==> src/rtl/dh_key_encrypt.sv <==
// Diffie-Hellman key derivation (MSB-first square-and-multiply, k = base^exp mod m)
// followed by nibble encryption c = msg ^ k; one modular multiply per cycle.
module dh_key_encrypt #(
  parameter int unsigned W = 4,
  parameter int unsigned E = 4
) (
  input  logic         clk,
  input  logic         rst,
  input  logic         start,
  input  logic [W-1:0] base_i,
  input  logic [E-1:0] exp_i,
  input  logic [W-1:0] mod_i,
  input  logic [W-1:0] msg_i,
  output logic         busy,
  output logic         done,
  output logic [W-1:0] k_o,
  output logic [W-1:0] c_o
);

  localparam int unsigned IW = (E > 1) ? $clog2(E) : 1;

  typedef enum logic [2:0] {StIdle, StLoad, StSqr, StMul, StFin} state_e;

  state_e         state_q, state_d;
  logic [W-1:0]   base_q, base_d;
  logic [W-1:0]   mod_q, mod_d;
  logic [W-1:0]   msg_q, msg_d;
  logic [E-1:0]   exp_q, exp_d;
  logic [W-1:0]   b_q, b_d;
  logic [W-1:0]   acc_q, acc_d;
  logic [IW-1:0]  idx_q, idx_d;
  logic [W-1:0]   k_q, k_d;
  logic [W-1:0]   c_q, c_d;
  logic           done_q, done_d;

  logic [2*W-1:0] op_a, op_b, prod, divisor, rem;

  // Shared multiplier/reducer: LOAD reduces base (base*1 mod m), SQR squares, MUL multiplies by b.
  always_comb begin
    op_a = {{W{1'b0}}, acc_q};
    op_b = {{W{1'b0}}, acc_q};
    if (state_q == StLoad) begin
      op_a = {{W{1'b0}}, base_q};
      op_b = {{(2*W-1){1'b0}}, 1'b1};
    end else if (state_q == StMul) begin
      op_b = {{W{1'b0}}, b_q};
    end
    prod = op_a * op_b;
    // m=0 never reaches the reducer's consumers; keep the divide well defined anyway.
    divisor = (mod_q == '0) ? {{(2*W-1){1'b0}}, 1'b1} : {{W{1'b0}}, mod_q};
    rem     = prod % divisor;
  end

  always_comb begin
    state_d = state_q;
    base_d  = base_q;
    mod_d   = mod_q;
    msg_d   = msg_q;
    exp_d   = exp_q;
    b_d     = b_q;
    acc_d   = acc_q;
    idx_d   = idx_q;
    k_d     = k_q;
    c_d     = c_q;
    done_d  = 1'b0;

    unique case (state_q)
      StIdle: begin
        if (start) begin
          base_d  = base_i;
          exp_d   = exp_i;
          mod_d   = mod_i;
          msg_d   = msg_i;
          state_d = StLoad;
        end
      end
      StLoad: begin
        if (mod_q[W-1:1] == '0) begin
          acc_d   = '0;
          state_d = StFin;
        end else begin
          acc_d   = W'(1);
          b_d     = rem[W-1:0];
          idx_d   = IW'(E - 1);
          state_d = StSqr;
        end
      end
      StSqr: begin
        acc_d = rem[W-1:0];
        if (exp_q[idx_q]) begin
          state_d = StMul;
        end else if (idx_q == '0) begin
          state_d = StFin;
        end else begin
          idx_d = idx_q - IW'(1);
        end
      end
      StMul: begin
        acc_d = rem[W-1:0];
        if (idx_q == '0) begin
          state_d = StFin;
        end else begin
          idx_d   = idx_q - IW'(1);
          state_d = StSqr;
        end
      end
      StFin: begin
        k_d     = acc_q;
        c_d     = acc_q ^ msg_q;
        done_d  = 1'b1;
        state_d = StIdle;
      end
      default: state_d = StIdle;
    endcase
  end

  always_ff @(posedge clk or negedge rst) begin
    if (!rst) begin
      state_q <= StIdle;
      base_q  <= '0;
      mod_q   <= '0;
      msg_q   <= '0;
      exp_q   <= '0;
      b_q     <= '0;
      acc_q   <= '0;
      idx_q   <= '0;
      k_q     <= '0;
      c_q     <= '0;
      done_q  <= 1'b0;
    end else begin
      state_q <= state_d;
      base_q  <= base_d;
      mod_q   <= mod_d;
      msg_q   <= msg_d;
      exp_q   <= exp_d;
      b_q     <= b_d;
      acc_q   <= acc_d;
      idx_q   <= idx_d;
      k_q     <= k_d;
      c_q     <= c_d;
      done_q  <= done_d;
    end
  end

  assign busy = (state_q != StIdle);
  assign done = done_q;
  assign k_o  = k_q;
  assign c_o  = c_q;

endmodule

==> config.mk <==
export PLATFORM = sky130hd
export DESIGN_NAME = dh_key_encrypt
export DESIGN_NICKNAME = d
export VERILOG_FILES = /design/src/rtl/dh_key_encrypt.sv
export SDC_FILE = /design/constraint.sdc
export NUM_CORES = 1
export LEC_CHECK = 0
export ABC_CLOCK_PERIOD_IN_PS = 23700
export CORE_ASPECT_RATIO = 1.1
export CORE_UTILIZATION = 45
export DETAILED_ROUTE_END_ITERATION = 6
export GPL_TIMING_DRIVEN = 0
export PLACE_DENSITY_LB_ADDON = 0.2
export SLEW_MARGIN = 30
export SYNTH_ARGS = -nofsm -noshare
export SYNTH_HDL_FRONTEND = slang
export SYNTH_SLANG_ARGS = --single-unit
==> constraint.sdc <==
create_clock -name clk -period 23.7 [get_ports clk]
set_clock_uncertainty 0.2 [all_clocks]
set_input_delay 4.74 -clock clk [delete_from_list [all_inputs] [get_ports clk]]
set_output_delay 4.74 -clock clk [all_outputs]
set_load 0.1 [all_outputs]
== After elaboration in Yosys (flattened, before gate mapping) ==
Index checks and enable logic that the tools add are counted.
Word-level totals
  logic and storage cells: 56
  bits of input ports: 19
  output and inout bits: 10
  register bits: 38
Operators by class
  reductions and logical operators: 12
  divide/modulo/power cells: 1
  multiplexer cells: 19
  bitwise operators: 2
  magnitude comparators: 1
  $mul: 1
  eq/ne operators: 8
  add/subtract/negate cells: 1
Operators by type and width (count)
  $mux W4: 4
  $mux W3: 5
  $pmux W3 S4: 1
  $mod A8 B8 Y8: 1
  $mul A8 B8 Y8: 1
  $pmux W4 S2: 1
  $eq A3 B2 Y1 const B: 2
  $logic_not A3 Y1: 2
  $mux W2: 3
  $ne A2 B2 Y1 const B: 3
  $pmux W2 S3: 1
  $reduce_and A2 Y1: 3
  $reduce_bool A3 Y1: 2
  $logic_not A4 Y1: 1
  $xor A4 B4 Y4: 1
  $eq A3 B1 Y1 const B: 1
  $eq A3 B3 Y1 const B: 1
  $lt A2 B3 Y1 const B: 1
  $mux W1: 3
  $ne A3 B3 Y1 const B: 1
  $reduce_and A3 Y1: 1
  $bmux W1 S2: 1
  $logic_not A2 Y1: 1
  $reduce_bool A2 Y1: 1
  other kinds (3): 3

== Logic depth before layout (Yosys ltp) ==
Gate-level depths: netlist of the first run.
  word-level depth: 6
  gate-level depth with buffers: 71
  mapped depth without buffers: 69

== Worst setup path before layout of the first run ==
Ideal clock, no wire load.
  path kind: flip-flop to flip-flop
  start point: reg state_q[2]
  end point: reg acc_q[0]
  stages on the path, launching flop included: 70
  path buffers: 2
  required time: 23.374 ns
  slack: 10.495 ns
  arrival time: 12.879 ns
  period minus slack after synthesis: 13.205 ns
  library setup time: 0.126 ns
  cells stage by stage: dfrtp_1 clkbuf_1 nand2b_1 clkbuf_1 nor2_1 a22oi_1 nand2b_1 fa_1 fa_1 inv_1 ha_1 a211oi_1 nor2_1 o21a_1 nor2_1 xnor2_1 ha_1 a2111oi_2 [... 34 more ...] o21a_1 o21ai_0 nand2b_1 a21oi_1 nor2b_1 o211ai_1 nor2_1 a21oi_1 fa_1 a21oi_1 o21bai_1 a21oi_1 o31ai_1 nor2_1 mux2i_1 a211oi_4 mux2i_1 a221o_1
On the way
  longest elaborated chain between the ends: 6
  elaborated cells between the ends (all ways): 11
  those cells by class: 1 x mul; 1 x div; 3 x eq/ne; 4 x mux; 2 x reduce/logical
RTL lines
  from (decl): line 24  | state_e state_q, state_d;
  from (signal assigned): line 119  | state_q <= StIdle;
  from (signal assigned): line 131  | state_q <= state_d;
  $eq A3 B2 Y1: line 45, 67
  $mux W4: line 45  | end else if (state_q == StMul) begin
  $mux W4: line 42  | if (state_q == StLoad) begin
  $mul A8 B8 Y8: line 48  | prod = op_a * op_b;
  $mod A8 B8 Y8: line 51  | rem = prod % divisor;
  $pmux W4 S2: line 67  | unique case (state_q)
  to (signal assigned): line 125  | acc_q <= '0;
  to (signal assigned): line 137  | acc_q <= acc_d;
  to (decl): line 30  | logic [W-1:0] acc_q, acc_d;
Parallel ways exist; a longest one is shown, timed or not.
A chain may end at the register's enable or synchronous reset.

== Worst setup path after layout of the first run ==
Same ends and word-level chain as after synthesis.

==> results, run 1 <==
- The run finished with clean final reports.
- The CTS tree is built.
- The number of nets still failing antenna checks after routing is 0.
- The share of final-layout standard cells stronger than drive strength 1 is 0.121.
- The most heavily used metal layer in global routing is met2.
- In this run the worst hold path is classified as reg2reg.
- Across the run, the number of max-cap violations was 0.
- Counting the fill cells in the layout gives between 700 and 800.
- The largest driver fanout on the critical path is 10.
- The setup fix buffers added after clock tree synthesis is 0.
- The number of hold-slack violations in the final timing report is 0.
- The final HPWL from detailed placement is ~6300 um.
- The mean number of vias per cell is ~5.5.
- In this run the most critical hold path is launched from exp_q[2]$_DFFE_PN0P_.
- In the synthesized netlist the async set-or-reset flop fraction comes to 1.00.
- The first global-routing pass estimated 13200 um of wire.
- The tightest hold path in the finished design has a slack of slightly above 0.3 ns.
- In this run the cell area measured after placement is 3980 um2.
- In this run the critical register-to-register path is launched from state_q[2]$_DFFE_PN0P_.
- For met1 alone, demand over resource in global routing was 0.261.
- The synthesized design contains 0 enable-type register cells.
- The clock slew seen by the registers of the worst setup and hold paths is around 0.08 ns.
- The number of global-route vias before repair is 2862.
- After routing the design area is around 4100 um2.
- For this block, the via count after detailed routing is 2897.
- The number of hold buffers added after CTS was 0.
- The floorplan step defined a die boundary enclosing approximately 8200 um2.
- Port buffering added 28 buffers.
- By instance count, the cell type seen most on the critical path is ha_1.
- The smallest clock period supported by the final layout is computed as between 15 and 20 ns.
- STA classifies the critical path startpoint as a register.
- The aggregate routed wire length is a little under 8000 um.
- The area added between synthesis and finish is 16.1%.
- In this run the horizontal extent of the chip is 86.7 um.
- The library cell contributing the largest single delay on the critical path is fa_1.
- Counting every sink on the clock net gives 38.
- At the end of routability-driven placement, the weighted congestion stood at 0.824.
- After detailed routing, the number of remaining DRC violations is 0.
- The fmax is between 60 and 70 MHz.
- The global-route usage over all layers is 0.203.
- The worst register-to-register path ends at acc_q[0]$_DFFE_PN0P_.
- The number of pins with negative max-slew slack in the final report came to 0.
- The initial cell density of the core is 0.469.
- The average detailed-routed wire length per instance is between 10 and 15 um.
- Counting distinct cell types in the post-synthesis netlist gives 65.
- The pin count of the biggest net entering global routing is 22.
- Along the worst hold path, the cell count comes to 1.
- The actual transition at the worst max-transition pin is 0.977 ns.
- The number of DRC violations after detailed-routing iteration 0 is 104.
- The library cell used most frequently in the layout, excluding fill and tap cells, is ha_1.
- The net count of the finished layout is about 480.
- The longest clock path from root to sink contains 2 buffers.
- The root cell of the clock tree is clkbuf_8.
- The number of ports placed on the die boundary is 29.
- Setup violations remaining at the end of the flow were counted as 0.
- The met2 usage is 0.360.
- Global routing finished with a remaining overflow of 0.
- Data on the critical path arrives at its endpoint at ~15 ns.
- The Yosys warning count is 0.
- The antenna diode count is 0.
- The worst slew margin relative to its limit is 0.347.
- The flop-to-flop setup slack is about 8.5 ns.
- Adding up every negative setup slack in the final design gives 0 ns.
- The cell count after synthesis came out at 384.
- The most used flip-flop cell after synthesis is dfrtp_1.
- For this run, the slowest stage of the critical path takes 0.55 ns.
- The total area inside the core boundary comes to roughly 7600 um2.
- In this run the number of H-tree levels came out at 2.
- The number of optimization iterations in the first detailed-route pass is 4.
- In this run the worst setup path begins at state_q[2]$_DFFE_PN0P_.
- Setup repair after global routing left no endpoint under its margin.
- The worst setup path is of the reg2reg kind.
- For met3 alone, demand over resource in global routing was 0.0346.
- The final core area utilization is 0.545.
- The overall die height is 95.1 um.
- The end point of the most critical hold path is exp_q[2]$_DFFE_PN0P_.
- The required time of the critical path is around 24 ns.
- The cell area that synthesis handed to floorplanning was roughly 3500 um2.
- The worst register-to-register path has a depth of 67.
- After clock tree synthesis, the repair step resized 0 gates.
- The flip-flop and latch count after synthesis is 38.
- The final worst-path cycle share is 0.643.
- The sequential element share of the synthesized area is 0.268.
- Leaving out fill and tap cells, the most frequent cells in the layout are 40 x ha_1, 38 x nor2_1, 38 x dfrtp_1.
- The capturing element type of the critical path is a register.
- In this run, CTS created clock tree buffers numbering 5.
- The clock reaches the later pin of the worst-skew pair after approximately 0.30 ns.
- The initial antenna violation count came to 0.
- The net count after synthesis is approximately 450.
- The synthesized area per cell is just over 9 um2.
- After floorplanning, the core was divided into 33 placement rows.
-- cells in the mapped netlist, types with 2 or more instances --
master / instances / share of area
nor2_1: 38 / 0.040
o21a_1: 10 / 0.021
a2bb2oi_1: 2 / 0.0049
inv_1: 22 / 0.023
a22oi_1: 6 / 0.013
mux2i_1: 9 / 0.025
clkbuf_1: 9 / 0.0095
a21o_1: 2 / 0.0042
fa_1: 5 / 0.028
xor2_1: 5 / 0.012
or3_1: 4 / 0.0071
a22o_1: 4 / 0.0099
a21boi_0: 4 / 0.0085
o22ai_1: 2 / 0.0035
or2_2: 2 / 0.0035
nor3_1: 12 / 0.017
nand2_1: 25 / 0.026
and4_1: 2 / 0.0049
o21ai_1: 3 / 0.0042
nor4_1: 2 / 0.0035
a31oi_1: 5 / 0.0088
o31ai_1: 2 / 0.0042
dfrtp_1: 38 / 0.27
o211ai_1: 4 / 0.0085
o21bai_1: 2 / 0.0042
mux2_2: 23 / 0.073
a21oi_1: 21 / 0.030
nor2b_1: 13 / 0.023
nor3b_1: 2 / 0.0042
nand2b_1: 10 / 0.018
xnor2_1: 8 / 0.020
a211oi_1: 3 / 0.0063
o21ai_0: 14 / 0.020
ha_1: 40 / 0.14
-- layout make-up --
| cell class | instances | area [um2] | area share |
|---|---|---|---|
| buffer | 11 | 45.0 | 0.0109 |
| clock buffer | 5 | 68.8 | 0.0167 |
| clock inverter | 3 | 68.8 | 0.0167 |
| inverter | 23 | 86.3 | 0.0210 |
| multi-input combinational | 312 | 2460 | 0.598 |
| sequential | 38 | 951 | 0.231 |
| tap | 105 | 131 | 0.0319 |
| timing repair buffer | 29 | 303 | 0.0735 |
-- registers in the layout (all words and copies together), names as in the netlist, 2 cells and up --
name and flops:
acc_q 4, state_q 3, k_o 4, exp_q 4
msg_q 4, idx_q 2, c_o 4, b_q 4
mod_q 4, base_q 4
-- per-layer routing --
| metal | part of all wire | vias up |
|---|---|---|
| li1 | - | 1469 |
| met1 | 0.46 | 1392 |
| met2 | 0.51 | 28 |
| met3 | 0.023 | 8 |
| met4 | 0.0083 | 0 |
| met5 | 0 | - |
-- worst max-delay path, delay by kind of cell (launching register included) --
| kind | cells | cell delay, ns |
|---|---|---|
| flip-flops | 1 | 0.32 |
| buffers and inverters | 4 | 0.75 |
| XOR/XNOR | 1 | 0.08 |
| multiplexers | 4 | 0.82 |
| AO/OA/AOI/OAI | 33 | 7.28 |
| adder cells (fa/ha/maj) | 11 | 3.78 |
| AND/OR/NAND/NOR | 14 | 1.91 |
-- cells by family (layout without fill, tap and decap cells) --
| kind of cell | count (synthesis) | in the layout | synth area share |
|---|---|---|---|
| fa+ha+maj | 45 | 45 | 0.169 |
| compound gates | 101 | 101 | 0.210 |
| mux | 35 | 35 | 0.112 |
| buf+inv | 34 | 71 | 0.0370 |
| flops | 38 | 38 | 0.268 |
| xor+xnor | 13 | 13 | 0.0321 |
| simple gates | 118 | 118 | 0.172 |
-- per-stage QoR --
stage	worst slack [ns]	std cells
6_report	8.46	526
5_1_grt	7.03	526
4_1_cts	8.50	526
3_5_place_dp	8.57	518
3_3_place_gp	8.85	517
2_1_floorplan	10.49	384
-- worst max path at each step --
stage / end / slack [ns] / depth (start not counted)
6_report: acc_q[0]$_DFFE_PN0P_ / 8.46 / 67
5_1_grt: acc_q[0]$_DFFE_PN0P_ / 7.03 / 67
4_1_cts: acc_q[0]$_DFFE_PN0P_ / 8.50 / 67
3_5_place_dp: acc_q[0]$_DFFE_PN0P_ / 8.57 / 67
3_3_place_gp: acc_q[0]$_DFFE_PN0P_ / 8.85 / 67
2_1_floorplan: acc_q[0]$_DFFE_PN0P_ / 10.49 / 69
Power of run 1 is left out: the tool's default activity adds up to more than one toggle a clock period on the data nets, which glitch-free logic cannot reach.
==> run 2: changes to the inputs <==
Settings changed: ABC_CLOCK_PERIOD_IN_PS 23700 to 13100.
Clock period 23.7 ns to 13.1 ns, I/O delays scaled along.
==> results, run 2 (synthesis gave the netlist of run 1 again) <==
- The pin count of the biggest net entering global routing is 28.
- The top cell types in the final layout, fill and taps aside, are 36 x buf_4, 35 x dfrtp_1, 34 x ha_1.
- The first detailed-routing pass ran for 4 iterations.
- The final HPWL from detailed placement is 6130 um.
- The area added between synthesis and finish is 32.7%.
- The core area is 7560 um2.
- The worst slack at placement is -1.76 ns.
- Max-cap violations in this run came to 0.
- The mean number of vias per cell is 5.54.
- The worst setup path is captured at a register.
- The post-placement cell area is between 3000 and 4000 um2.
- The number of global-route vias before repair is a little over 3000.
- The number of ports placed on the die boundary is 29.
- The global-route usage over all layers is 0.209.
- The final core area utilization is 0.623.
- The root cell of the clock tree is clkbuf_8.
- The floorplan step defined a die boundary enclosing between 8000 and 9000 um2.
- The final net count is 514.
- The largest stage delay on the critical path is 0.53 ns.
- The worst hold margin is approximately 0.31 ns.
- Dividing the detail-routed wire length by the instance count gives between 15 and 20 um.
- Setup violations remaining at the end of the flow were counted as 0.
- The number of nets still failing antenna checks after routing is 0.
- The total overflow left after global routing is 0.
- Data on the critical path is required at its endpoint by between 10 and 15 ns.
- The aggregate routed wire length is between 8000 and 9000 um.
- The initial cell density of the core is 0.469.
- The classification of the worst setup path is reg2reg.
- The arrival time at the worst endpoint is roughly 13 ns.
- For the pin with the worst max-slew slack, the measured transition is 0.974 ns.
- The buffers plus inverters on the worst setup path is 1.
- The clock slew seen by the registers of the worst setup and hold paths is 0.08 ns.
- The insertion delay to the later sink of the worst-skew pair is 0.29 ns.
- The maximum level of the CTS H-tree is 2.
- The number of pins with negative max-slew slack in the final report came to 0.
- In the final layout, the share of cells above drive strength 1 is 0.315.
- The clock passes through at most 2 buffers.
- The initial antenna violation count is 0.
- In this run, CTS created clock tree buffers numbering 5.
- Of the available clock period, the critical path in the final layout requires 0.978.
- The number of clock sinks is 38.
- The hold buffer count at cts is 0.
- The number of hold-slack violations in the final timing report is 0.
- The overall die height is between 90 and 100 um.
- The antenna diode count is 0.
- The CTS tree is built.
- The via count is approximately 3100.
- The worst pin sits at a relative slew slack of 0.348.
- The clock period minus worst slack is 12.81 ns.
- The design area is 4710 um2.
- For this run, the top clock speed supported by timing is 78.1 MHz.
- The tightest min-delay check is of the reg2reg type.
- Setup repair after global routing could not meet its margin everywhere.
- The cell type with the highest occurrence count on the critical path is a21oi_2.
- The wire length of the first global-routing pass is 13700 um.
- Of all nets on the critical path, the largest fanout is 8.
- Leaving out fill and tap cells, the most frequent cell in the layout is buf_4.
- The row count is 33.
- The worst setup path is launched from a register.
- For this run, design rule violations remaining after detail routing come to 0.
- The flow ran to the end, and the final reports show no timing, DRC or antenna violations.
- The final weighted congestion of routability-driven global placement is about 0.84.
- The die is about 87 um wide.
- The family of cells with the greatest summed delay on the critical path is compound AO/OA/AOI/OAI gates.
- The slowest stage of the critical path is the fa_1 cell.
- Buffers placed on the I/O ports in this run total 28.
- Setup slack on the critical path of the routed design comes to between 0.2 and 0.3 ns.
- The number of DRC violations after detailed-routing iteration 0 is between 100 and 150.
## run 2: timing repair
action,CTS,global route
gates resized for setup,44,35
endpoints found under the setup margin,8,8
pin swaps,17,40
buffers inserted,14,22
## run 2: cell type report
class	count	area, um2
Fill cell	637	2850
Buffer	5	22.5
Clock buffer	7	86.3
Timing Repair Buffer	65	578
Sequential cell	38	955
Tap cell	105	131
Multi-Input combinational cell	312	2840
Inverter	23	86.3
Clock inverter	1	5.00
## run 2: metrics by stage
stage | std cells | setup TNS (ns)
6_report | 556 | 0
5_1_grt | 556 | -2.78
4_1_cts | 534 | 0
3_5_place_dp | 518 | -13.47
3_3_place_gp | 517 | -10.95
2_1_floorplan | 384 | 0
## run 2: path summary, 6_finish.rpt
path | from | slack (ns) | end | cells past startpoint
min in group asynchronous | rst | 2.02 | k_o[1]$_DFFE_PN0P_ | 1
hold / removal | mod_q[0]$_DFFE_PN0P_ | 0.31 | mod_q[0]$_DFFE_PN0P_ | 1
max in group asynchronous | rst | 10.24 | state_q[0]$_DFFE_PN0P_ | 2
hold reg to reg | mod_q[0]$_DFFE_PN0P_ | 0.31 | mod_q[0]$_DFFE_PN0P_ | 1
setup reg to reg | state_q[2]$_DFFE_PN0P_ | 0.29 | acc_q[0]$_DFFE_PN0P_ | 67
setup / recovery | state_q[2]$_DFFE_PN0P_ | 0.29 | acc_q[0]$_DFFE_PN0P_ | 67
## run 2: routing by layer
layer,GRT usage,vias to the layer above,routed length (um)
li1,-,1530,-
met5,0,-,0
met4,0.0556,0,119
met1,0.271,1497,3930
met2,0.369,41,4380
met3,0.0251,11,161
## run 2: worst register-to-register path: cells and delay by family (launching register included)
family                   cells  cell delay [ns]
AO/OA/AOI/OAI               35             5.59
multiplexers                 4             0.71
flip-flops                   1             0.41
buffers and inverters        1             0.06
AND/OR/NAND/NOR             15             2.17
XOR/XNOR                     1             0.08
adder cells (fa/ha/maj)     11             3.49
Power of run 2 is left out for the same reason.
